$ cat src/rtl/tt_lut_sweep.sv
// Run-time loadable truth-table evaluator with a sweep sequencer that drives every
// input combination to an external gate and compares its sampled output to the table.
module tt_lut_sweep #(
  parameter int unsigned              N_IN    = 3,
  parameter logic [(2**N_IN)-1:0]     TT_INIT = 8'hE1,
  parameter int unsigned              SETTLE  = 2
) (
  input  logic                    clk,
  input  logic                    rst,
  input  logic [N_IN-1:0]         in_vec,
  input  logic                    in_valid,
  output logic                    out,
  output logic                    out_valid,
  input  logic [(2**N_IN)-1:0]    ld_data,
  input  logic                    ld_valid,
  output logic                    ld_ready,
  input  logic                    sweep_start,
  output logic [N_IN-1:0]         sweep_vec,
  input  logic                    ext_out,
  output logic                    sweep_busy,
  output logic                    sweep_done,
  output logic [(2**N_IN)-1:0]    sweep_capture,
  output logic                    sweep_pass,
  output logic [N_IN:0]           mismatch_cnt
);

  localparam int unsigned TT_W     = 2**N_IN;
  localparam logic [7:0]  SETTLE_C = 8'(SETTLE);

  typedef enum logic [1:0] {
    S_IDLE,
    S_DRIVE,
    S_DONE
  } state_t;

  state_t            state_q, state_d;
  logic [TT_W-1:0]   tt_q, tt_d;
  logic              out_q, out_d;
  logic              out_valid_q, out_valid_d;
  logic [N_IN-1:0]   vec_q, vec_d;
  logic [7:0]        cnt_q, cnt_d;
  logic [TT_W-1:0]   cap_q, cap_d;
  logic [N_IN:0]     mis_q, mis_d;
  logic              pass_q, pass_d;
  logic              done_q, done_d;
  logic [N_IN-1:0]   ev_idx;
  logic [N_IN-1:0]   sw_idx;

  always_ff @(posedge clk or posedge rst) begin
    if (rst) begin
      state_q     <= S_IDLE;
      tt_q        <= TT_INIT;
      out_q       <= 1'b0;
      out_valid_q <= 1'b0;
      vec_q       <= '0;
      cnt_q       <= '0;
      cap_q       <= '0;
      mis_q       <= '0;
      pass_q      <= 1'b0;
      done_q      <= 1'b0;
    end else begin
      state_q     <= state_d;
      tt_q        <= tt_d;
      out_q       <= out_d;
      out_valid_q <= out_valid_d;
      vec_q       <= vec_d;
      cnt_q       <= cnt_d;
      cap_q       <= cap_d;
      mis_q       <= mis_d;
      pass_q      <= pass_d;
      done_q      <= done_d;
    end
  end

  always_comb begin
    state_d     = state_q;
    tt_d        = tt_q;
    out_d       = out_q;
    out_valid_d = in_valid;
    vec_d       = vec_q;
    cnt_d       = cnt_q;
    cap_d       = cap_q;
    mis_d       = mis_q;
    pass_d      = pass_q;
    done_d      = 1'b0;
    // Table bit (TT_W-1-k) holds the output for input k, i.e. index ~k.
    ev_idx      = ~in_vec;
    sw_idx      = ~vec_q;

    // Evaluation reads tt_q, so a load on the same edge is seen only afterwards.
    if (in_valid) out_d = tt_q[ev_idx];
    if (ld_valid && (state_q == S_IDLE)) tt_d = ld_data;

    case (state_q)
      S_IDLE: begin
        if (sweep_start) begin
          state_d = S_DRIVE;
          vec_d   = '0;
          cnt_d   = '0;
          cap_d   = '0;
          mis_d   = '0;
          pass_d  = 1'b0;
        end
      end
      S_DRIVE: begin
        if (cnt_q == SETTLE_C) begin
          cap_d[sw_idx] = ext_out;
          if (ext_out != tt_q[sw_idx]) mis_d = mis_q + 1'b1;
          if (&vec_q) begin
            state_d = S_DONE;
          end else begin
            vec_d = vec_q + 1'b1;
            cnt_d = '0;
          end
        end else begin
          cnt_d = cnt_q + 8'd1;
        end
      end
      S_DONE: begin
        // Done/pass are registered, so the pulse appears in the first IDLE cycle.
        done_d  = 1'b1;
        pass_d  = (mis_q == '0);
        vec_d   = '0;
        state_d = S_IDLE;
      end
      default: state_d = S_IDLE;
    endcase
  end

  assign out           = out_q;
  assign out_valid     = out_valid_q;
  assign ld_ready      = (state_q == S_IDLE);
  assign sweep_vec     = vec_q;
  assign sweep_busy    = (state_q == S_DRIVE);
  assign sweep_done    = done_q;
  assign sweep_capture = cap_q;
  assign sweep_pass    = pass_q;
  assign mismatch_cnt  = mis_q;

endmodule

$ cat config.mk
export PLATFORM = sky130hd
export DESIGN_NAME = tt_lut_sweep
export DESIGN_NICKNAME = d
export VERILOG_FILES = /design/src/rtl/tt_lut_sweep.sv
export SDC_FILE = /design/constraint.sdc
export NUM_CORES = 1
export LEC_CHECK = 0
export BUFFER_PORTS_ARGS = -buffer_cell sky130_fd_sc_hd__buf_2
export CAP_MARGIN = 15
export CORE_AREA = 3 3 65 67
export DETAILED_ROUTE_END_ITERATION = 10
export DIE_AREA = 0 0 68 70
export PLACE_DENSITY = 0.8
export RECOVER_POWER = 25
export SLEW_MARGIN = 40
export SYNTH_ARGS = -nofsm -noshare
export SYNTH_HDL_FRONTEND = slang
export SYNTH_SLANG_ARGS = --single-unit
$ cat constraint.sdc
create_clock -name clk -period 2.8 [get_ports clk]
set_clock_uncertainty 0.1 [all_clocks]
set_input_delay 0.14 -clock clk [delete_from_list [all_inputs] [get_ports clk]]
set_output_delay 0.14 -clock clk [all_outputs]
set_load 0.05 [all_outputs]
==> results.md <==
- Clk_lat worst skew: 0.29 ns
- Slew margin rel.: 60.6%
- R2R depth: 5
- Synth unique cells: 50
- Hold WC Path Type: in -> reg
- Pins Over Slew Limit: 0
- Antenna diodes: 0
- Total GRT Usage: 21.0%
- Comb power frac: 52.2%
- FF+latch count, synth: 37
- Setup WS pre-CTS: 0.662 ns
- Clk slew on worst S/H paths: 0.07 ns
- Leak: 1.12 nW
- Worst hold start: ld_data[2]
- Mapped Nets: 218
- Routed WL: 4480 um
- Seq/Total Area, Yosys: 46.9%
- Core Region: 0.00369 mm2
- Initial DRC Count: 110
- Min Tclk post-route: 2.25 ns
- Top Layer Used: met4
- Synth warn: 0
- Synthesized cell area: 0.00198 mm2
- CTS Buf Count: 5
- WP data arrival: 2.31 ns
- Max Root-Sink Buffers: 2
- RePlAce Congestion: 0.801
- Tcrit/Tclk final: 80.5%
- Remaining antenna violation count: 0
- DR WL met3: 310 um
- DR WL/cell: 15.3 um
- Critical R2R Capture: mismatch_cnt[3]
- Async SR Flop Fraction: 100%
- EDFF count, synth: 0
- Starting Density: 53.8%
- Outcome: completed
- Cell accounting for the most synthesized area: dfrtp_1
- Die W: 68 um
- Fmax: 444 MHz
- Register area: 931 um2
- Initial antenna violation count: 0
- Int Power: 1.74 mW
- Cells after Synth: 195
- Maximum VDD drop: 0.000559 V
- Drt first pass iters: 4
- # IOs: 38
- Largest net degree at the start of global routing: 38
- Crit path max fanout: 18
- Vias/cell: 5.76
- Final WS setup: 0.546 ns
- Layout cell share with drive strength beyond 1: 28.7%
- CTS sink cnt: 37
- Metal-1 WL: 1920 um
- DP HPWL: 3070 um
- Hold-critical path depth: 2
- Gr ovfl total: 0
- PortBufs: 37
- Worst-Margin Slew: 0.591 ns
- Worst setup SP type: flop
- Mean post-synth cell area: 10.2 um2
- Max-cap violations: 0
- First-pass GRT wire length: 7720 um
- Multi-input logic area: 977 um2
- Clock root buffer: clkbuf_8
- Pwr dens: 1370 mW/mm2
- Hold endpoint: tt_q[2]
- Crit path max-delay family: simple AND/OR/NAND/NOR gates
- RSZ-0062 raised after global routing: no
- Hold WS: 0.00769 ns
- RR Startpoint: sweep_vec[0]
- Sequential fraction of design power: 31.4%
- # rows: 22
- Die area: 0.00476 mm2
- Net Sw Frac: 47.6%
- Final hold violation count: 0
- Chip height: 70 um
- Area grow syn2layout: 22.4%
- Area contributors post-synth: dfrtp_1 (42%), o21ai_1 (7.1%), dfstp_2 (5.3%)
- Worst reg-to-reg setup slack: 0.55 ns
- Ys flop type: dfrtp_1
- Worst EP required: 2.86 ns
- Max incr delay on CP: 0.72 ns
- Number of global-route vias before repair: 1,672
- CP Buf/Inv Count: 0
- Post-synth top area share: 41.6%
- Crit path max-delay cell type: dfrtp_1
- TNS Setup: 0 ns
- P_sw: 1.58 mW
- Crit path kind: reg -> reg
- CTS tree: done
- # nets final: 266
- Met2 routed WL: 2160 um
- DR vias: 1,682
- Filler cells: 311
- Final setup fails: 0
- CTS H-tree depth: 2
- # DRC: 0
- Worst setup EP type: flop
- Crit-path cells: mux2i_1 -> o22ai_2 -> nor3_1 -> or2_1 -> o211ai_1
- Clock share of power: 16.3%
-- state kept, by name, summed over array words and instances, names as in the netlist --
register       cells
sweep_pass         1
sweep_done         1
mismatch_cnt       4
sweep_vec          3
tt_q               8
sweep_capture      8
cnt_q              8
state_q            2
out_valid          1
out                1
-- layout make-up --
class,instances,area share (%)
multi-input combinational,141,40.2
sequential,37,38.3
timing repair buffer,48,11.9
clock buffer,5,2.83
clock inverter,3,2.68
tap,48,2.47
inverter,10,1.55
-- timing repair --
| action | in CTS | in global routing |
|---|---|---|
| endpoints found under the setup margin | 0 | 0 |
| resized for setup | 0 | 0 |
| buffers inserted | 0 | 0 |
| hold buffers | 9 | 0 |
| hold endpoints to repair | 42 | 0 |
-- cells by family (layout without fill, tap and decap cells) --
group | count (synthesis) | count (layout) | synth area share, %
xor+xnor | 1 | 1 | 0.441
simple gates | 61 | 61 | 15.6
fa+ha+maj | 6 | 6 | 3.78
mux | 18 | 18 | 10.9
compound gates | 55 | 55 | 18.5
flops | 37 | 37 | 46.9
buf+inv | 17 | 66 | 3.85
-- power groups by stage --
stage,Combinational [mW],Clock [mW],Sequential [mW]
4_1_cts,1.74,0.552,1.04
2_1_floorplan,1.11,0,1.30
3_3_place_gp,1.69,0,1.04
3_5_place_dp,1.71,0,1.05
6_report,1.74,0.544,1.05
5_1_grt,1.92,0.570,1.09
-- placed cells by master, fill, tap and decap left out, types with 2 or more instances in the layout --
| master | count |
|---|---|
| clkbuf_8 | 5 |
| dfrtp_1 | 33 |
| nand3_1 | 7 |
| mux4_2 | 2 |
| bufinv_16 | 2 |
| inv_1 | 8 |
| mux2_2 | 8 |
| buf_2 | 36 |
| o22ai_1 | 2 |
| or2_1 | 2 |
| buf_4 | 2 |
| nor2_1 | 17 |
| mux2i_1 | 7 |
| o21ai_1 | 28 |
| dfstp_2 | 4 |
| dlygate4sd3_1 | 9 |
| inv_2 | 2 |
| nand2b_1 | 4 |
| o21a_1 | 2 |
| a31oi_1 | 5 |
| ha_1 | 6 |
| o311ai_1 | 2 |
| and3_1 | 3 |
| o211ai_1 | 2 |
| nand2_1 | 14 |
| nor4_1 | 3 |
| nor3_1 | 2 |
| o31ai_1 | 2 |
-- worst max-delay path by stage --
stage | start | endpoint | depth (start not counted) | slack, ns
after floorplan | state_q[0] | tt_q[1] | 5 | 0.54
after global placement | cnt_q[0] | sweep_vec[0] | 7 | 0.67
after detailed placement | sweep_vec[0] | mismatch_cnt[2] | 5 | 0.66
after CTS | sweep_vec[0] | mismatch_cnt[2] | 5 | 0.60
after global routing | sweep_vec[0] | mismatch_cnt[3] | 5 | 0.34
final | sweep_vec[0] | mismatch_cnt[3] | 5 | 0.55
-- cell usage after synthesis, types with 4 or more instances --
| library cell | n |
|---|---|
| inv_1 | 8 |
| ha_1 | 6 |
| nor2_1 | 17 |
| mux2i_1 | 7 |
| dfrtp_1 | 33 |
| a31oi_1 | 5 |
| dfstp_2 | 4 |
| nand3_1 | 7 |
| nand2_1 | 14 |
| mux2_2 | 8 |
| clkbuf_1 | 4 |
| nand2b_1 | 4 |
| o21ai_1 | 28 |
-- metrics by stage --
step | power [mW] | utilization [%] | instances | area (um2)
after floorplan | 2.40 | - | 195 | 1980
after global placement | 2.72 | 59.8 | 275 | 2210
after detailed placement | 2.76 | 59.8 | 275 | 2210
after CTS | 3.33 | 65.9 | 292 | 2430
after global routing | 3.58 | 65.8 | 292 | 2430
final | 3.33 | 65.8 | 292 | 2430
-- worst reg2reg max path, stage by stage, from the launching register on --
cell,delay (ns)
dfrtp_1,0.72
mux2i_1,0.33
o22ai_2,0.13
nor3_1,0.49
or2_1,0.24
o211ai_1,0.11
-- per-layer routing --
| layer | vias to the layer above | GRT usage [%] |
|---|---|---|
| met5 | - | 0 |
| met4 | 0 | 8.17 |
| met3 | 9 | 4.66 |
| met2 | 64 | 33.0 |
| met1 | 798 | 27.7 |
| li1 | 811 | - |
Note: power is estimated with default switching activity, not from simulation.
